[config.mk]
export PLATFORM = sky130hd
export DESIGN_NAME = shared_datapath_arbiter
export DESIGN_NICKNAME = d
export VERILOG_FILES = /design/src/rtl/shared_datapath_arbiter.sv
export SDC_FILE = /design/constraint.sdc
export NUM_CORES = 1
export LEC_CHECK = 0
export BUFFER_PORTS_ARGS = -buffer_cell sky130_fd_sc_hd__buf_2
export CAP_MARGIN = 20
export CELL_PAD_IN_SITES_DETAIL_PLACEMENT = 2
export CELL_PAD_IN_SITES_GLOBAL_PLACEMENT = 2
export CORE_MARGIN = 1.5
export CORE_UTILIZATION = 25
export CTS_CLUSTER_SIZE = 30
export DETAILED_ROUTE_END_ITERATION = 8
export PLACE_DENSITY = 0.77
export SLEW_MARGIN = 20
export SYNTH_ARGS = -nofsm -noshare
export SYNTH_HDL_FRONTEND = slang
export SYNTH_SLANG_ARGS = --single-unit
[constraint.sdc]
create_clock -name clock -period 3.8 [get_ports clock]
set_clock_uncertainty 0.2 [all_clocks]
set_input_delay 0.38 -clock clock [delete_from_list [all_inputs] [get_ports clock]]
set_output_delay 0.38 -clock clock [all_outputs]
set_load 0.01 [all_outputs]
[src/rtl/shared_datapath_arbiter.sv]
// Two-requester round-robin arbiter feeding a shared pass/increment datapath.
// The result is held in a one-entry output register tagged with the winning
// requester index. A free-running counter tracks delivered results.
module shared_datapath_arbiter #(
    parameter int unsigned WIDTH     = 32,
    parameter int unsigned CNT_WIDTH = 16
) (
    input  logic                 clock,
    input  logic                 reset,

    input  logic                 io_in_0_valid,
    output logic                 io_in_0_ready,
    input  logic [WIDTH-1:0]     io_in_0_bits_a,
    input  logic                 io_in_0_bits_op,

    input  logic                 io_in_1_valid,
    output logic                 io_in_1_ready,
    input  logic [WIDTH-1:0]     io_in_1_bits_a,
    input  logic                 io_in_1_bits_op,

    output logic                 io_out_valid,
    input  logic                 io_out_ready,
    output logic [WIDTH-1:0]     io_out_bits_b,
    output logic                 io_out_bits_id,

    output logic [CNT_WIDTH-1:0] io_count
);

    localparam logic [WIDTH-1:0]     DataOne = {{(WIDTH-1){1'b0}}, 1'b1};
    localparam logic [CNT_WIDTH-1:0] CntOne  = {{(CNT_WIDTH-1){1'b0}}, 1'b1};

    // Result register and arbitration state
    logic                 out_valid_q, out_valid_d;
    logic [WIDTH-1:0]     out_b_q, out_b_d;
    logic                 out_id_q, out_id_d;
    logic                 last_grant_q, last_grant_d;
    logic [CNT_WIDTH-1:0] count_q, count_d;

    // Combinational arbitration and datapath signals
    logic             can_accept;
    logic             grant_vld;
    logic             grant_idx;
    logic             accept;
    logic             out_fire;
    logic [WIDTH-1:0] sel_a;
    logic             sel_op;
    logic [WIDTH-1:0] result;

    // Round-robin grant: on contention the requester that did not win last goes next.
    always_comb begin
        grant_vld = io_in_0_valid | io_in_1_valid;
        grant_idx = 1'b0;
        if (io_in_0_valid && io_in_1_valid) begin
            grant_idx = ~last_grant_q;
        end else if (io_in_1_valid) begin
            grant_idx = 1'b1;
        end
    end

    // Handshake: the register can load when empty or being drained this cycle.
    always_comb begin
        can_accept    = !out_valid_q || io_out_ready;
        io_in_0_ready = can_accept && grant_vld && !grant_idx;
        io_in_1_ready = can_accept && grant_vld && grant_idx;
        // A ready is only raised for a valid requester, so either ready is an accept.
        accept        = io_in_0_ready || io_in_1_ready;
        out_fire      = out_valid_q && io_out_ready;
    end

    // Shared datapath: pass-through or increment (wraps at WIDTH bits).
    always_comb begin
        sel_a  = grant_idx ? io_in_1_bits_a : io_in_0_bits_a;
        sel_op = grant_idx ? io_in_1_bits_op : io_in_0_bits_op;
        result = sel_op ? (sel_a + DataOne) : sel_a;
    end

    // Next-state: reload on accept (even while draining), clear on a bare drain.
    always_comb begin
        out_valid_d  = out_valid_q;
        out_b_d      = out_b_q;
        out_id_d     = out_id_q;
        last_grant_d = last_grant_q;
        count_d      = count_q;

        if (accept) begin
            out_valid_d  = 1'b1;
            out_b_d      = result;
            out_id_d     = grant_idx;
            // Priority rotates only on a real accept, never on a stalled grant.
            last_grant_d = grant_idx;
        end else if (out_fire) begin
            out_valid_d = 1'b0;
        end

        if (out_fire) begin
            count_d = count_q + CntOne;
        end
    end

    // State registers; last_grant resets to 1 so requester 0 wins first contention.
    always_ff @(posedge clock or negedge reset) begin
        if (!reset) begin
            out_valid_q  <= 1'b0;
            out_b_q      <= '0;
            out_id_q     <= 1'b0;
            last_grant_q <= 1'b1;
            count_q      <= '0;
        end else begin
            out_valid_q  <= out_valid_d;
            out_b_q      <= out_b_d;
            out_id_q     <= out_id_d;
            last_grant_q <= last_grant_d;
            count_q      <= count_d;
        end
    end

    // Output drive straight from the registers.
    always_comb begin
        io_out_valid   = out_valid_q;
        io_out_bits_b  = out_b_q;
        io_out_bits_id = out_id_q;
        io_count       = count_q;
    end

endmodule

==> results.cfg <==
[hold_path]
min-delay-path-class = in -> reg
hold_depth = 3

[finish]
final_area_um2 = 4420
nFillCells = 1584
finalNetCount = 590
area_growth_pct = 27.1
diodes = 0
drive_gt1_share_pct = 29.7
seqCellArea_um2 = 1280
multi_input_area_um2 = 2100

[critical_path]
ff2ff_path_depth = 7
slowest_stage = dfstp_2
cpPeakStageDelay_ns = 0.57
path_max_fanout = 27
cp-end-kind = register
path_class = reg -> reg
cp-start-kind = register
worstPathArrival_ns = 2.90
worstPathCellList = a21boi_4 -> buf_4 -> nor4_1 -> o21ai_1 -> a211o_1 -> xnor2_1 -> o21ai_0
cp.required_ns = 3.76

[floorplanning]
core_area_um2 = 13400
die_w_um = 121
die_area_um2 = 14600
start_util_pct = 26.0
rows = 42
io_pins = 123
die_h_um = 121

[run_status]
status = completed

[clock_network]
cts_tree = yes
cts_made_buffers = 5
cts_resized = 0
cts.sinks = 51
cts-root-buf = clkbuf_16
htree_levels = 2
ctsHoldBuffers = 1
clk_latency_ns = 0.30
cts_setup_buffers = 0
clk_path_buf_depth = 2
clkTransAtPathRegs_ns = 0.08

[pwr]
power_frac_seq_pct = 42.2
ir_worst_vdd_uv = 185
p_int_mw = 1.10
p_sw_mw = 0.610
clock_power_share_pct = 28.3
p_leak_nw = 2.02
combPwrFrac_pct = 29.6
swShare_pct = 35.6
power.density_nw_per_um2 = 387

[placement]
place_congestion = 0.925
portBuffers = 122
placed_area_um2 = 4260
place_hpwl_um = 10500
dp_worst_setup_slack_ns = 0.745

[sta]
rsz0062_at_grt = false
setup_ws_ns = 0.864
fin_crit_ns = 2.94
fin_crit_sh_pct = 77.3
maxSlewHeadroom_pct = 44.1
max_clock_freq_mhz = 341
hold_violations = 0
setup-tns-final_ns = 0
slew_viol_final = 0
setup_viol = 0
worst_slew_pin_slew_ns = 0.816

[synth]
syn_nets = 470
ys_ff_latch = 51
yosysMostFrequentCell = nand2_1
yosys-top-cells-count = nand2_1 (67), dfrtp_1 (50), o21ai_0 (36), nand3_1 (34), xnor2_1 (30)
ys_warn_count = 0
synth_cell_types = 50
synthArstFlopShare_pct = 100
syn_area_per_cell_um2 = 8.76
synth_top_area_share_pct = 36.0
syn_inst = 397
ys_seq_area_share_pct = 36.7
synth-edff-count = 0
synth_area_leader_cell = dfrtp_1
synthFlopType = dfrtp_1
synth_area_um2 = 3480
synth.area.top_cells = dfrtp_1 (36%), xnor2_1 (7.6%), nand2_1 (7.2%)

[global_routing]
grt_overflow = 0
busiest_layer = met2
grt_pass1_vias = 4052
use_met3_pct = 3.20
grtUsageMet2_pct = 32.8
grt_usage_pct = 18.5
use_met1_pct = 22.7
grt_first_pass_wirelength_um = 21400
grt_antenna_before_repair = 0
grt_max_degree = 39

[routing]
vias_per_cell = 5.12
routed_wirelength_um = 12900
dr_total_vias = 3555
wl_per_cell_um = 18.6
drt_iter0_markers = 126
drt_pass1_iterations = 4
drc_errors = 0
ant_nets = 0

[flow_run]
drv_cap = 0
==> area by class of cell <==
| class | count | area share (%) |
|---|---|---|
| clock buffer | 5 | 2.83 |
| clock inverter | 3 | 0.594 |
| inverter | 3 | 0.255 |
| multi-input combinational | 327 | 47.4 |
| sequential | 51 | 28.9 |
| tap | 176 | 4.98 |
| timing repair buffer | 129 | 15.0 |
==> worst paths after layout <==
check | startpoint | end | slack, ns
setup reg to reg | last_grant_q$_DFFE_PN1P_ | io_out_bits_b[15]$_DFFE_PN0P_ | 0.86
hold / removal | io_in_1_valid | io_out_valid$_DFFE_PN0P_ | 0.16
hold reg to reg | io_out_bits_b[17]$_DFFE_PN0P_ | io_out_bits_b[17]$_DFFE_PN0P_ | 0.28
min in group asynchronous | reset | io_count[8]$_DFFE_PN0P_ | 0.43
max in group asynchronous | reset | io_out_bits_b[17]$_DFFE_PN0P_ | 2.15
setup / recovery | last_grant_q$_DFFE_PN1P_ | io_out_bits_b[15]$_DFFE_PN0P_ | 0.86
==> critical path: cells and delay by family (launching register included) <==
family / cells / cell delay [ns]
xor gates and xnor gates: 1 / 0.18
and+or+nand+nor: 1 / 0.55
buffers and inverters: 1 / 0.28
DFF: 1 / 0.57
AOI/OAI and AO/OA: 4 / 1.00
==> kinds of logic after synthesis <==
logic type,count (synthesis),share of synthesized area [%]
fa+ha+maj,2,0.719
compound gates,67,12.4
mux,30,8.81
flops,51,36.7
xor+xnor,47,11.8
buf+inv,19,3.31
simple gates,181,26.2
==> power by group through the flow <==
stage	clock, mW	combinational [mW]	sequential (mW)
after floorplan	0	0.238	0.760
after global placement	0	0.496	0.725
after detailed placement	0	0.514	0.732
after CTS	0.504	0.517	0.724
after global routing	0.523	0.568	0.738
final	0.484	0.507	0.722
==> cell usage in the layout (no fill, tap or decap), types with 2 or more instances in the layout <==
cell type and count:
nand3_1 34, buf_2 122, nand4_1 14, xor2_1 17, mux2i_1 25, o21ai_0 35
inv_1 3, nor2_1 18, nand4b_1 2, o21ai_1 5, inv_6 2, nor4b_1 3
dfrtp_1 50, a21oi_1 4, and3_1 5, and4_1 5, a221o_1 2, clkbuf_16 5
o22ai_1 3, nand2_1 67, mux2_2 5, nor3_1 17, nor4_1 5, o22a_1 2
a21o_1 4, ha_1 2, a2111oi_2 2, xnor2_1 30, buf_4 6
==> metrics by stage <==
step           hold WS (ns)  power (mW)  std cells  utilization [%]
2_1_floorplan        -0.116       0.998        397                -
3_3_place_gp          0.248        1.22        685             31.8
3_5_place_dp          0.253        1.25        685             31.8
4_1_cts               0.162        1.75        694             33.0
5_1_grt               0.186        1.83        694             33.0
6_report              0.164        1.71        694             33.0
==> sequential cells by signal, indices dropped and copies added, names as in the netlist <==
| name | cells |
|---|---|
| io_out_valid | 1 |
| io_out_bits_b | 32 |
| io_out_bits_id | 1 |
| last_grant_q | 1 |
| io_count | 16 |
==> metal layers <==
metal | vias to the layer above | share of wire (%) | wire length (um)
li1 | 1673 | - | -
met1 | 1766 | 43 | 5570
met2 | 98 | 50 | 6400
met3 | 18 | 5.2 | 668
met4 | 0 | 2.0 | 257
met5 | - | 0 | 0
(Power assumes the default switching activity.)
